[config.mk]
export PLATFORM = sky130hd
export DESIGN_NAME = stream_mux_rr
export DESIGN_NICKNAME = d
export VERILOG_FILES = /design/src/rtl/stream_mux_rr_pkg.sv /design/src/rtl/stream_mux_rr_arbiter.sv /design/src/rtl/stream_mux_rr.sv
export SDC_FILE = /design/constraint.sdc
export NUM_CORES = 1
export LEC_CHECK = 0
export BUFFER_PORTS_ARGS = -buffer_cell sky130_fd_sc_hd__buf_2
export CORE_ASPECT_RATIO = 1.25
export CORE_MARGIN = 2
export CORE_UTILIZATION = 48
export CTS_BUF_LIST = sky130_fd_sc_hd__clkbuf_8
export CTS_CLUSTER_DIAMETER = 60
export DETAILED_ROUTE_END_ITERATION = 12
export GPL_TIMING_DRIVEN = 0
export PLACE_DENSITY_LB_ADDON = 0.08
export SETUP_SLACK_MARGIN = 0.2
export SLEW_MARGIN = 20
export SYNTH_ARGS = -nofsm -noshare
export SYNTH_HDL_FRONTEND = slang
export SYNTH_SLANG_ARGS = --single-unit
export TNS_END_PERCENT = 30
[constraint.sdc]
create_clock -name iclk -period 2.5 [get_ports iclk]
set_input_delay 0.125 -clock iclk [delete_from_list [all_inputs] [get_ports iclk]]
set_output_delay 0.125 -clock iclk [all_outputs]
set_load 0.03 [all_outputs]
[src/rtl/stream_mux_rr_pkg.sv]
// Shared definitions for the round-robin stream multiplexer:
// selection-mode encodings and the wrapped channel-index helper.
package stream_mux_rr_pkg;

    localparam logic MODE_FIXED = 1'b0;
    localparam logic MODE_RR    = 1'b1;

    // Channel index reached by stepping off places past base, wrapping at n.
    function automatic int unsigned wrap_idx(input int unsigned base,
                                             input int unsigned off,
                                             input int unsigned n);
        return (base + off) % n;
    endfunction

endpackage

[src/rtl/stream_mux_rr_arbiter.sv]
// Combinational round-robin search: finds the first requesting channel
// after the last-granted one, wrapping modulo NCH.
module rr_arbiter
    import stream_mux_rr_pkg::*;
#(
    parameter int unsigned NCH  = 4,
    parameter int unsigned SELW = $clog2(NCH)
) (
    input  logic [NCH-1:0]  req,
    input  logic [SELW-1:0] last,
    output logic [SELW-1:0] chosen,
    output logic            found
);

    logic [SELW-1:0] idx;

    always_comb begin
        chosen = '0;
        found  = 1'b0;
        idx    = '0;
        // Offset NCH lands back on last itself, so it is searched at lowest priority.
        for (int unsigned i = 1; i <= NCH; i++) begin
            idx = SELW'(wrap_idx(32'(last), i, NCH));
            if (!found && req[idx]) begin
                found  = 1'b1;
                chosen = idx;
            end
        end
    end

endmodule

[src/rtl/stream_mux_rr.sv]
// N-channel valid/ready stream multiplexer with fixed or round-robin
// selection and a single registered output stage.
module stream_mux_rr
    import stream_mux_rr_pkg::*;
#(
    parameter int unsigned NCH  = 4,
    parameter int unsigned W    = 4,
    parameter int unsigned SELW = $clog2(NCH)
) (
    input  logic              iclk,
    input  logic              irst,
    input  logic [NCH*W-1:0]  ic,
    input  logic [NCH-1:0]    ivalid,
    output logic [NCH-1:0]    oready,
    input  logic              imode,
    input  logic [SELW-1:0]   isel,
    output logic [W-1:0]      oz,
    output logic              ovalid,
    input  logic              iready,
    output logic [SELW-1:0]   ogrant
);

    localparam logic [SELW:0] NCH_W = (SELW + 1)'(NCH);

    logic [W-1:0]    oz_q;
    logic            ovalid_q;
    logic [SELW-1:0] ogrant_q;
    logic [SELW-1:0] last_q;

    logic [SELW-1:0] arb_chosen;
    logic            arb_found;
    logic [SELW-1:0] chosen;
    logic            have;
    logic            load;
    logic            grant_en;
    logic            xfer;
    logic [W-1:0]    din;

    rr_arbiter #(
        .NCH  (NCH),
        .SELW (SELW)
    ) u_arb (
        .req    (ivalid),
        .last   (last_q),
        .chosen (arb_chosen),
        .found  (arb_found)
    );

    assign load = ~ovalid_q | iready;

    always_comb begin
        chosen   = '0;
        have     = 1'b0;
        grant_en = 1'b0;
        oready   = '0;
        din      = '0;
        if (imode == MODE_RR) begin
            chosen = arb_chosen;
            have   = arb_found;
        end else begin
            chosen = isel;
            have   = ({1'b0, isel} < NCH_W);
        end
        // Fixed mode never looks at ivalid here, so oready cannot loop back through it.
        grant_en = have & load & ~irst;
        for (int unsigned k = 0; k < NCH; k++) begin
            if (chosen == SELW'(k)) begin
                oready[k] = grant_en;
                din       = ic[k*W +: W];
            end
        end
        xfer = |(ivalid & oready);
    end

    always_ff @(posedge iclk) begin
        if (irst) begin
            oz_q     <= '0;
            ovalid_q <= 1'b0;
            ogrant_q <= '0;
            last_q   <= SELW'(NCH - 1);
        end else if (xfer) begin
            oz_q     <= din;
            ogrant_q <= chosen;
            ovalid_q <= 1'b1;
            if (imode == MODE_RR) begin
                last_q <= chosen;
            end
        end else if (load) begin
            ovalid_q <= 1'b0;
        end
    end

    assign oz     = oz_q;
    assign ovalid = ovalid_q;
    assign ogrant = ogrant_q;

endmodule

# After elaboration in Yosys (flattened, before gate mapping)
# Cells that the tools add are included.
dict set report op_classes {
  add_sub_neg 4
  magnitude_cmp 4
  n_eq_ne 3
  n_mux 28
  bitwise 6
  n_reduce_logical 10
}
# op count
set op_table {}
lappend op_table {{4-bit 2-to-1 mux} 4}
lappend op_table {{1-bit 2-to-1 mux} 15}
lappend op_table {{2-bit by 3-bit < comparator with 1-bit output, second input constant} 4}
lappend op_table {{2-bit 2-to-1 mux} 5}
lappend op_table {{1-bit binary-select mux with 2-bit select} 4}
lappend op_table {{2-bit by 1-bit adder with 2-bit output, second input constant} 2}
lappend op_table {{2-bit adder, second input constant} 2}
lappend op_table {{4-bit AND} 1}
lappend op_table {{2-bit == test, second input constant} 2}
lappend op_table {{4-bit OR reduction} 1}
lappend op_table {{1-bit logical AND} 3}
lappend op_table {{1-bit zero test} 3}
lappend op_table {{1-bit AND} 2}
lappend op_table {{2-bit by 1-bit == test with 1-bit output, second input constant} 1}
lappend op_table {{2-bit zero test} 1}
lappend op_table {{1-bit NOT} 2}
lappend op_table {{2-bit AND reduction} 1}
lappend op_table {{2-bit nonzero test} 1}
lappend op_table {{1-bit bitwise OR} 1}
dict set report word_totals {
  register_bits 9
  in_bits 26
  wordCells 59
}

# Depth between registers and ports, before layout
# Gate-level depths: netlist of the first run.
dict set report logic_depth {
  ltp_word 20
  mapped_depth 8
  depth_no_buf 6
}

# Hierarchy
# Synthesis of the first run repeated with hierarchy kept, for this count alone.
dict set report hier_totals {
  hier_cells 83
  area_unflattened_um2 684.4
}
# module instances cells_each area_each_um2 seq_area_each_um2
set modules_own_cells {}
lappend modules_own_cells {stream_mux_rr 1 69 593.1 180.2}
lappend modules_own_cells {rr_arbiter 1 14 91.3 0.0}

# Least setup slack after synthesis of the first run
# No wires, ideal clock.
dict set report synth_timing {
  kind {reg2reg}
  startpoint {register last_q[0]}
  endpoint {register ogrant_q[0] (netlist: ogrant[0])}
  setup_time_ns 0.121
  t_arrival_ns 1.815
  t_required_ns 2.379
  setup_slack_ns 0.564
  path_stages_with_launch 8
  synth_period_minus_slack_ns 1.936
  path_cell_list {dfxtp_1 -> buf_4 -> nand2b_1 -> a211oi_2 -> mux2_4 -> mux2i_2 -> nand2b_4 -> mux2_4}
}
dict set report synth_between {
  elab_chain_cells 19
}
# item line
set synth_lines {}
lappend synth_lines {{from (decl)} stream_mux_rr.sv:28} ;# logic [SELW-1:0] last_q;
lappend synth_lines {{from (signal assigned)} stream_mux_rr.sv:80} ;# last_q <= SELW'(NCH - 1);
lappend synth_lines {{from (signal assigned)} stream_mux_rr.sv:86} ;# last_q <= chosen;
lappend synth_lines {{2-bit by 1-bit adder with 2-bit output} stream_mux_rr_pkg.sv:12} ;# return (base + off) % n;
lappend synth_lines {{1-bit binary-select mux with 2-bit select} stream_mux_rr_arbiter.sv:24} ;# if (!found && req[idx]) begin
lappend synth_lines {{1-bit 2-to-1 mux (implied by the code)} stream_mux_rr_arbiter.sv:24}
lappend synth_lines {{1-bit 2-to-1 mux} stream_mux_rr_arbiter.sv:24}
lappend synth_lines {{1-bit zero test} stream_mux_rr_arbiter.sv:24}
lappend synth_lines {{1-bit logical AND} stream_mux_rr_arbiter.sv:24}
lappend synth_lines {{1-bit 2-to-1 mux} stream_mux_rr_arbiter.sv:24}
lappend synth_lines {{1-bit zero test} stream_mux_rr_arbiter.sv:24}
lappend synth_lines {{[... 2 more ...]} n/a}
lappend synth_lines {{1-bit zero test} stream_mux_rr_arbiter.sv:24}
lappend synth_lines {{1-bit logical AND} stream_mux_rr_arbiter.sv:24}
lappend synth_lines {{1-bit 2-to-1 mux} stream_mux_rr_arbiter.sv:24}
lappend synth_lines {{1-bit 2-to-1 mux} stream_mux_rr.sv:57} ;# if (imode == MODE_RR) begin
lappend synth_lines {{1-bit AND (2 in a row)} stream_mux_rr.sv:65} ;# grant_en = have & load & ~irst;
lappend synth_lines {{1-bit 2-to-1 mux} stream_mux_rr.sv:67} ;# if (chosen == SELW'(k)) begin
lappend synth_lines {{4-bit AND} stream_mux_rr.sv:72} ;# xfer = |(ivalid & oready);
lappend synth_lines {{4-bit OR reduction} stream_mux_rr.sv:72}
lappend synth_lines {{to (signal assigned)} stream_mux_rr.sv:83} ;# ogrant_q <= chosen;
lappend synth_lines {{to (decl)} stream_mux_rr.sv:27} ;# logic [SELW-1:0] ogrant_q;
# Parallel ways exist; a longest one is shown, timed or not. The select of a mux whose other input is x is not followed.
# A chain may end at the register's enable or synchronous reset.

# Worst setup path after layout of the first run
dict set report layout_timing {
  startpoint {register last_q[1]}
  endpoint {output oready[3]}
}
dict set report layout_between {
  elab_chain_cells 17
}
# item line
set layout_lines {}
lappend layout_lines {{2-bit by 1-bit adder with 2-bit output} stream_mux_rr_pkg.sv:12}
lappend layout_lines {{1-bit binary-select mux with 2-bit select} stream_mux_rr_arbiter.sv:24}
lappend layout_lines {{1-bit 2-to-1 mux (implied by the code)} stream_mux_rr_arbiter.sv:24}
lappend layout_lines {{1-bit 2-to-1 mux} stream_mux_rr_arbiter.sv:24}
lappend layout_lines {{1-bit zero test} stream_mux_rr_arbiter.sv:24}
lappend layout_lines {{1-bit logical AND} stream_mux_rr_arbiter.sv:24}
lappend layout_lines {{1-bit 2-to-1 mux} stream_mux_rr_arbiter.sv:24}
lappend layout_lines {{1-bit zero test} stream_mux_rr_arbiter.sv:24}
lappend layout_lines {{1-bit logical AND} stream_mux_rr_arbiter.sv:24}
lappend layout_lines {{1-bit 2-to-1 mux} stream_mux_rr_arbiter.sv:24}
lappend layout_lines {{1-bit zero test} stream_mux_rr_arbiter.sv:24}
lappend layout_lines {{1-bit logical AND} stream_mux_rr_arbiter.sv:24}
lappend layout_lines {{1-bit 2-to-1 mux} stream_mux_rr_arbiter.sv:24}
lappend layout_lines {{1-bit 2-to-1 mux} stream_mux_rr.sv:57}
lappend layout_lines {{1-bit AND (2 in a row)} stream_mux_rr.sv:65}
lappend layout_lines {{1-bit 2-to-1 mux (*)} stream_mux_rr.sv:67}
lappend layout_lines {{to (decl)} stream_mux_rr.sv:14} ;# output logic [NCH-1:0] oready,
# Mark *: on every way between the ends. The rest lies on a longest branch, timed or not. The select of a mux whose other input is x is not followed.

==> results of run 1 <==
[cell usage after synthesis, drive strengths merged]
library cell,instances
a211oi,3
a21o,1
a21oi,8
a32oi,1
and3,1
buf,4
clkbuf,2
dfxtp,9
inv,5
mux2,6
mux2i,10
mux4,1
nand2,5
nand2b,5
nand3,2
nor2,7
nor2b,4
nor3,2
nor3b,2
nor4,1
o211a,2
o211ai,5
o21a,1
o21ai,6
o221ai,1
o41ai,1
or2b,1
or4b,1
[stage by stage]
stage / setup slack [ps] / util [%] / cells / hold WS, ps
2_1_floorplan: 564 / - / 97 / 194
3_3_place_gp: 325 / 63.8 / 148 / 336
3_5_place_dp: 281 / 63.8 / 148 / 340
4_1_cts: 255 / 66.6 / 152 / 88.9
5_1_grt: 226 / 67.2 / 152 / 91.1
6_report: 304 / 67.2 / 152 / 89.7
[worst max-delay path, stage by stage (launching register included)]
cell	delay, ps
dfxtp_1	300
buf_6	130
or4b_1	520
o211a_1	250
a21o_1	260
and3_1	200
buf_2	170
[final cells by class]
| type | count | area, um2 |
|---|---|---|
| sequential | 9 | 180 |
| tap | 18 | 22.5 |
| clock inverter | 1 | 3.75 |
| buffer | 6 | 48.8 |
| multi-input combinational | 77 | 596 |
| clock buffer | 3 | 41.3 |
| inverter | 5 | 18.8 |
| timing repair buffer | 33 | 165 |
| fill | 138 | 526 |
[placed cells by master, fill, tap and decap left out, types with 2 or more instances in the layout]
cell type	count
buf_2	33
mux2i_1	9
dfxtp_1	9
nor2_1	7
inv_1	6
a21oi_1	6
o211ai_1	5
nand2b_1	4
nand2_1	4
nor2b_1	4
mux2_2	4
buf_6	3
o21ai_0	3
o21ai_1	3
clkbuf_8	3
clkbuf_1	2
nand3_1	2
a211oi_1	2
a21oi_2	2
o211a_1	2
mux2_4	2
nor3_1	2
[state kept, by name, summed over array words and instances, names as in the netlist]
register / count
last_q: 2
ovalid: 1
ogrant: 2
oz: 4
[worst paths after layout]
check,startpoint,endpoint,slack (ps),depth (start not counted)
setup / recovery,last_q[1],oready[3],300,6
hold / removal,irst,ovalid,90,2
hold reg to reg,ogrant[1],ogrant[1],480,2
setup reg to reg,last_q[0],ogrant[0],330,7
[metal layers]
metal	up-vias	part of all wire, %
met5	-	0
met4	0	0.58
met3	4	6.6
met2	36	53
met1	398	40
li1	434	-
[power by group]
group	internal [mW]	total [mW]	switching [mW]	leakage (nW)
registers	0.169	0.179	0.0104	0.0748
logic	0.122	0.291	0.169	0.421
clock network	0.107	0.168	0.0605	0.0269
total	0.397	0.637	0.240	0.523
[timing repair]
action                                  4_1_cts  5_1_grt
endpoints found under the hold margin         0        0
endpoints found under the setup margin        0        1
resized for setup                             0        1
setup buffers                                 0        0
[cell families (layout without fill, tap and decap cells)]
group	after synthesis	after routing	synth area share (%)
AOI/OAI and AO/OA	29	29	24.4
buffers and inverters	11	48	8.10
DFF	9	9	21.6
muxes	17	17	24.1
and+or+nand+nor	31	31	21.7
==> impl_metrics.tcl, run 1 <==
set metrics [dict create \
    ys_types 37 \
    use_met2_pct 38.5 \
    clock_latency_ps 240 \
    worstMarginPinSlew_ps 401 \
    core_area_um2 1600 \
    min_period_ps 2200 \
    gr-total-overflow 0 \
    finalClockSkew_ps 5.97 \
    drv_slew 0 \
    worst_ep_arrival_time_ps 2070 \
    grt_pass1_vias 749 \
    hpwl_mm 1.61 \
    final_design_area_no_fill_um2 1080 \
    ys_ff_latch 9 \
    post_cts_hold_buffer_count 0 \
    drt_iter0_drc 25 \
    num_rows 16 \
    numCtsBuffers 3 \
    setup_viol 0 \
    gp_congestion 0.721 \
    critical_path_class "register to primary output" \
    cts_tree "built" \
    num-nets-final 161 \
    postSynthAreaPerCell_um2 8.60 \
    max-slew-margin-rel_pct 73.2 \
    wl_mm 2.07 \
    cts-root-buf "clkbuf_8" \
    dpl_cell_area_um2 1020 \
    syn_area_um2 835 \
    min_path_type "input pin to register" \
    clk_pin_slew_ps 50 \
    grt_pass1_wl_mm 3.17 \
    synthToLayoutAreaGrowth_pct 28.9 \
    yosysSeqAreaShare_pct 21.6 \
    worst_ep_required_time_ps 2380 \
    finalPower_mw 0.637 \
    n_antenna_cell 0 \
    die_area_um2 2090 \
    drive_above_1_share_pct 40.3 \
    drt_pass1_iterations 4 \
    synth_cells 97 \
    viasPerCell 5.74 \
    initial_utilization_pct 52.1 \
    antenna_found_initial 0 \
    portBuffers 33 \
    syn-num-nets 123 \
    grt_start_max_net_pins 11 \
    synth_top_area_cell "dfxtp_1" \
    antenna_left 0 \
    synth_top_area_share_pct 21.6 \
    critical_path_peak_fanout 10 \
    worstSetupStartpointType "register" \
    grt.busiest_layer "met2" \
    synth_area_leaders "dfxtp_1 22%, mux2i_1 11%, mux2_2 5.4%" \
    hold_violations 0 \
    synth_warnings 0 \
    cts_sinks 9 \
    cts.htree.levels 1 \
    ir_worst_vdd_mv 0.661 \
    die_x_um 41.3 \
    met1_usage_pct 25.5 \
    io_pins 37 \
    use_met3_pct 6.64 \
    fmax_ghz 0.455 \
    rsz0062_at_grt "no" \
    die_h_um 50.6 \
    leakage_nw 0.523 \
    cts_buffer_depth 2 \
    drt-wirelength-per-cell_um 13.6 \
    fin_setup_tns_ps 0 \
    powerDensity_nw_per_um2 592 \
    worstSetupEndpointType "primary output" \
    status "finished clean" \
    num_vias 872 \
    finalCritPeriodShare_pct 87.8 \
    grt_usage_pct 22.3 \
    maxCapViolations 0 \
    drc 0 \
]
No activity file was read; power rests on OpenSTA's default activity.
==> run 2, diff against run 1 <==
ABC_AREA = 1   (was not set)
CORE_UTILIZATION = 49   (was 48)
==> run 2 against run 1 <==
Compared with the run above: register-to-register slack worse by 20 ps; first-iteration DRC count down 20%; combinational power up 79%; count of clock-buffer cells in the layout unchanged; via count up 28%; die area up 2.7%; cell area up 17%; critical path depth up 11; synthesized cell count up 62%; utilization up 5.7 points; setup slack better by 4.5 ps.
==> impl_metrics.tcl, run 2 <==
set metrics [dict create \
    status "finished clean" \
    hpwl_mm 1.85 \
    viasPerCell 4.99 \
    drt_pass1_iterations 4 \
    max-slew-margin-rel_pct 79.6 \
    hold-path-cell-count 2 \
    rsz0062_at_grt "yes" \
    n_antenna_cell 0 \
    drt_iter0_drc 20 \
    synth_top_area_share_pct 24.0 \
    worstSetupEndpointType "register" \
    dpl_cell_area_um2 1080 \
    async_flop_share_pct 0 \
    postSynthAreaPerCell_um2 5.59 \
    final_design_area_no_fill_um2 1260 \
    cts.htree.levels 1 \
    leakage_nw 0.731 \
    swShare_pct 46.4 \
    cts_sinks 9 \
    cts_buffer_depth 2 \
    ys_ff_latch 9 \
    synth_top_area_cell "nand2_1" \
    drt-wirelength-per-cell_um 11.8 \
    setup_viol 0 \
    critical_path_peak_fanout 9 \
    synthToLayoutAreaGrowth_pct 43.2 \
    die_h_um 51.3 \
    worstReg2RegStart "last_q[0]" \
    ff2ff_path_depth 17 \
    cts-root-buf "clkbuf_8" \
    wl_mm 2.62 \
    grt_pass1_wl_mm 4.03 \
    ys_top_cells_by_count "56 x nand2_1, 19 x nor2_1, 18 x inv_1, 13 x nand3_1, 11 x nand2_2" \
    path_cells "buf_6 -> inv_8 -> nand2_1 -> nand2_1 -> o21ai_1 -> nand3_2 -> nand2_1 -> nand3_2 -> nand2_4 -> inv_4 -> nand4_1 -> nand2_2 -> nor2_4 -> buf_6 -> nand2_1 -> nand2_1 -> nor2_1" \
    finalCritPeriodShare_pct 87.7 \
    comb_power_share_pct 59.8 \
    regToRegEndpoint "oz[2]" \
    worstSetupStartpointType "register" \
    critical_path_class "register to register" \
    syn_area_um2 877 \
    final_cell_mix "49 x nand2_1, 37 x buf_2, 19 x nor2_1" \
    min_path_type "input pin to register" \
    ys_types 19 \
    grt_start_max_net_pins 11 \
    r2r_slack_ps 310 \
    largest_register_ffs 4 \
    min_period_ps 2190 \
    cp_num_buf_inv 4 \
    synth_most_common_cell "nand2_1" \
    maxCapViolations 0 \
    synth_cells 157 \
    layout_commonest_cell "nand2_1" \
    portBuffers 36 \
    die_area_um2 2150 \
    drv_slew 0 \
    slowest_stage "dfxtp_2" \
    drc 0 \
    die_x_um 41.8 \
    worst_ep_arrival_time_ps 2310 \
    path_common_cell "nand2_1" \
    grt_pass1_vias 1020 \
    gp_congestion 0.881 \
    antenna_found_initial 0 \
    powerDensity_nw_per_um2 693 \
    worst_ep_required_time_ps 2620 \
    fin_setup_tns_ps 0 \
    worstMarginPinSlew_ps 303 \
    worstHoldEndpoint "ogrant[1]" \
    syn-num-nets 183 \
    drive_above_1_share_pct 40.2 \
    ir_worst_vdd_mv 0.542 \
    p_switching_mw 0.404 \
    num-nets-final 231 \
    p_int_mw 0.466 \
    cts_tree "built" \
    p_seq_share_pct 21.6 \
    synth_warnings 0 \
    grt_usage_pct 23.8 \
    synth_edf_count 0 \
    slowest_delay_ps 330 \
    critical-path-top-delay-family "simple AND/OR/NAND/NOR gates" \
    io_pins 37 \
    finalClockSkew_ps 1.47 \
    numCtsBuffers 3 \
    fillers 157 \
    antenna_left 0 \
    min_from "irst" \
    p_clk_share_pct 18.6 \
    multiInputGateArea_um2 649 \
    clock_latency_ps 230 \
    yosysSeqAreaShare_pct 20.5 \
    gr-total-overflow 0 \
    clk_pin_slew_ps 50 \
    core_area_um2 1720 \
    fmax_ghz 0.456 \
    regArea_um2 185 \
    hold_violations 0 \
    synth_area_leaders "nand2_1 24%, dfxtp_1 21%, nor2_1 8.1%" \
    initial_utilization_pct 50.9 \
    num_vias 1113 \
    synth_flop_cell "dfxtp_1" \
    num_rows 17 \
]
==> run 2: changes by cell type after synthesis, moves of 9 or more <==
cell     delta
nand2_1    +52
nor2_1     +12
nand3_1    +11
inv_1      +13
nand2_2    +10
mux2i_1     -9
==> run 2: cell type report <==
type / count / area share, %
Buffer: 3 / 2.69
Clock buffer: 3 / 3.29
Clock inverter: 1 / 0.299
Inverter: 21 / 7.07
Multi-Input combinational cell: 124 / 51.7
Sequential cell: 9 / 14.7
Tap cell: 19 / 1.89
Timing Repair Buffer: 43 / 18.3
==> run 2: logic make-up after synthesis <==
logic type / count (synthesis) / share of synthesized area (%)
AO/OA/AOI/OAI: 9 / 5.85
buffers and inverters: 24 / 13.1
flip-flops: 9 / 20.5
AND/OR/NAND/NOR: 115 / 60.5
==> run 2: repair_timing <==
item                                    CTS  global route
endpoints found under the setup margin    0            12
gates resized for setup                   0            26
hold buffers                              0             0
buffers inserted                          0             5
==> run 2: power groups by stage <==
| stage | Sequential, mW | Clock [mW] | Combinational [mW] |
|---|---|---|---|
| after floorplan | 0.228 | 0 | 0.291 |
| after global placement | 0.186 | 0 | 0.426 |
| after detailed placement | 0.188 | 0 | 0.438 |
| after CTS | 0.186 | 0.165 | 0.440 |
| after global routing | 0.193 | 0.173 | 0.577 |
| final | 0.188 | 0.162 | 0.520 |
==> run 2: worst max-delay path by stage <==
stage,from,end,slack [ps],depth (start not counted)
finish,last_q[0],oz[2],310,17
global route,last_q[0],oz[1],130,17
CTS,last_q[0],oz[0],250,17
detailed placement,last_q[0],oz[0],250,17
global placement,last_q[1],oz[1],370,18
floorplan,last_q[0],oready[1],440,14
==> run 2: metrics by stage <==
| stage | utilization, % | cells | setup WS, ps | total power, mW | hold WS [ps] |
|---|---|---|---|---|---|
| after global placement | 62.7 | 212 | 372 | 0.612 | 357 |
| after CTS | 65.4 | 216 | 248 | 0.791 | 117 |
| after global routing | 72.9 | 223 | 133 | 0.943 | 131 |
| final | 72.9 | 223 | 308 | 0.871 | 119 |
| after floorplan | - | 157 | 437 | 0.519 | 187 |
| after detailed placement | 62.7 | 212 | 250 | 0.626 | 357 |
==> run 2: routing by layer <==
metal  vias up  GRT usage, %  wire length [um]
li1        588             -                 -
met1       496          23.7              1030
met2        25          49.2              1470
met3         4          4.95                92
met4         0          4.84                28
met5         -             0                 0
==> run 2: worst register-to-register path: cells and delay by family, from the launching register on <==
kind | cells | cell delay (ps)
AOI/OAI and AO/OA | 1 | 230
and+or+nand+nor | 12 | 1130
buffers and inverters | 4 | 400
DFF | 1 | 330
==> run 3, diff against run 2 <==
PLACE_DENSITY = 0.77   (was not set)
PLACE_DENSITY_LB_ADDON = not set   (was 0.08)
SYNTH_HIERARCHICAL = 1   (was not set)
==> run 3 against run 2 <==
Compared with the run above: sequential share of layout area decreased by 0.25 points; synthesized area increased by 1.3%; cell count increased by 1.3%; register-to-register slack hardly changed; via count is 3.5% higher; die area grew 1.2%; critical endpoint is now last_q[1].
==> impl_metrics.tcl, run 3 <==
set metrics [dict create \
    viasPerCell 5.10 \
    ys_top_cells_by_count "64 x nand2_1, 17 x inv_1, 17 x nor2_1, 13 x nand3_1" \
    initial_utilization_pct 50.9 \
    cts_tree "built" \
    finalPower_mw 1.01 \
    slowest_delay_ps 360 \
    cts-root-buf "clkbuf_8" \
    worstSetupEndpointType "register" \
    drv_slew 0 \
    regToRegEndpoint "last_q[1]" \
    ys_ff_latch 9 \
    p_switching_mw 0.490 \
    grt_pass1_wl_mm 3.75 \
    slowest_stage "dfxtp_2" \
    cp_num_buf_inv 3 \
    dr_wl_met2_mm 1.33 \
    fin_setup_tns_ps 0 \
    critical_path_peak_fanout 10 \
    antenna_left 0 \
    min_path_type "input pin to register" \
    grt_pass1_vias 962 \
    largest_register_ffs 4 \
    ys_types 17 \
    worst_ep_required_time_ps 2620 \
    ir_worst_vdd_mv 0.622 \
    min_from "irst" \
    drt_iter0_drc 31 \
    core_area_um2 1740 \
    regArea_um2 185 \
    num_rows 17 \
    clock_latency_ps 230 \
    fillers 150 \
    synth_most_common_cell "nand2_1" \
    gp_congestion 0.909 \
    synth_cells 160 \
    post-place-cells 215 \
    drive_above_1_share_pct 41.1 \
    syn_area_um2 888 \
    die_area_um2 2170 \
    min_period_ps 2190 \
    drt_pass1_iterations 5 \
    leakage_nw 0.730 \
    finalClockSkew_ps 1.19 \
    pre_cts_ws_ps 194 \
    rsz0062_at_grt "no" \
    multiInputGateArea_um2 694 \
    powerDensity_nw_per_um2 794 \
    grt_usage_pct 22.5 \
    status "finished clean" \
    cts_sinks 9 \
    hold-path-cell-count 2 \
    syn-num-nets 186 \
    clk_pin_slew_ps 40 \
    worstMarginPinSlew_ps 213 \
    antenna_found_initial 0 \
    critical-path-top-delay-family "simple AND/OR/NAND/NOR gates" \
    wl_mm 2.46 \
    layout_commonest_cell "nand2_1" \
    fmax_ghz 0.456 \
    p_clk_share_pct 16.1 \
    worst_ep_arrival_time_ps 2310 \
    wl_met1_um 953 \
    worstSetupStartpointType "register" \
    drt-wirelength-per-cell_um 10.9 \
    num-nets-final 234 \
    comb_power_share_pct 64.4 \
    p_int_mw 0.524 \
    die_x_um 42.1 \
    cts.htree.levels 1 \
    path_depth 19 \
    n_antenna_cell 0 \
    finalCritPeriodShare_pct 87.7 \
    synth_top_area_cell "nand2_1" \
    synth_flop_cell "dfxtp_1" \
    ff2ff_path_depth 19 \
    final_cell_mix "56 x nand2_1, 36 x buf_2, 17 x inv_1" \
    swShare_pct 48.3 \
    post_cts_hold_buffer_count 0 \
    numCtsBuffers 3 \
    worst_slack_ps 306 \
    synth_area_leaders "nand2_1 27%, dfxtp_1 20%, nand3_1 7.3%" \
    worstReg2RegStart "last_q[0]" \
    setup_viol 0 \
    synthToLayoutAreaGrowth_pct 43.8 \
    p_seq_share_pct 19.5 \
    max-slew-margin-rel_pct 85.8 \
    path_cells "buf_6 -> nand2_1 -> nand2_2 -> nand2_2 -> nand2_4 -> nor2_1 -> a21oi_2 -> nand3_2 -> inv_1 -> nand2_1 -> nand2_4 -> nor2_4 -> nand3_2 -> nand2_2 -> nor2_4 -> buf_6 -> nor2_1 -> nor2_1 -> nand2_1" \
    cts_buffer_depth 2 \
    worstHoldEndpoint "ovalid" \
    hpwl_mm 1.89 \
    grt_start_max_net_pins 11 \
    portBuffers 36 \
    num_vias 1152 \
    gr-total-overflow 0 \
    drc 0 \
    hold_violations 0 \
    fin_cells 226 \
    routed.top_layer "met4" \
    postSynthAreaPerCell_um2 5.55 \
    synth_warnings 6 \
    maxCapViolations 0 \
    critical_path_class "register to register" \
    io_pins 37 \
    r2r_slack_ps 310 \
    yosysSeqAreaShare_pct 20.3 \
    wl_met3_um 137 \
    async_flop_share_pct 0 \
    synth_top_area_share_pct 27.0 \
    synth_edf_count 0 \
    die_h_um 51.6 \
]
-- run 3: cell types whose count changed in the layout (fill, tap and decap cells not counted), sizes merged, moves of 2 or more --
cell	before	now
inv	22	20
a21oi	6	4
nor2	22	24
nand2	68	76
o21ai	2	0
-- run 3: through the flow --
step           utilization, %  hold slack (ps)  area (um2)
4_1_cts                  65.6              106        1140
5_1_grt                  73.2              112        1280
6_report                 73.2              108        1280
3_5_place_dp             62.6              349        1090
2_1_floorplan               -              194         888
3_3_place_gp             62.6              348        1090
-- run 3: cell families (layout without fill, tap and decap cells) --
group                  count (synthesis)  in the layout  synth area share [%]
AND/OR/NAND/NOR                      125            125                  66.5
buffers and inverters                 21             68                  10.1
flip-flops                             9              9                  20.3
AO/OA/AOI/OAI                          5              5                  3.10
-- run 3: cell type report --
| cell class | count | share of cell area, % |
|---|---|---|
| Tap cell | 19 | 1.86 |
| Multi-Input combinational cell | 130 | 54.4 |
| Inverter | 19 | 5.78 |
| Clock inverter | 1 | 0.294 |
| Timing Repair Buffer | 43 | 18.2 |
| Sequential cell | 9 | 14.5 |
| Buffer | 2 | 1.76 |
| Clock buffer | 3 | 3.23 |
-- run 3: timing repair --
item / 4_1_cts / 5_1_grt
endpoints found under the setup margin: 3 / 13
pin swaps: 0 / 8
gates resized for setup: 3 / 23
buffers inserted: 0 / 7
-- run 3: metal layers --
layer	global-route usage [%]	vias to the layer above
met2	45.6	44
li1	-	597
met1	21.5	507
met3	5.21	4
met5	0	-
met4	8.85	0
-- run 3: worst max-delay path by stage --
stage,from,end
2_1_floorplan,last_q[0],oready[2]
3_3_place_gp,last_q[0],last_q[0]
3_5_place_dp,last_q[0],oz[2]
4_1_cts,last_q[0],last_q[1]
5_1_grt,last_q[0],last_q[1]
6_report,last_q[0],last_q[1]
-- run 3: power by group through the flow --
stage / registers, mW / clock network, mW / logic (mW)
2_1_floorplan: 0.246 / 0 / 0.365
3_3_place_gp: 0.195 / 0 / 0.527
3_5_place_dp: 0.197 / 0 / 0.539
4_1_cts: 0.196 / 0.166 / 0.545
5_1_grt: 0.202 / 0.174 / 0.717
6_report: 0.198 / 0.163 / 0.653
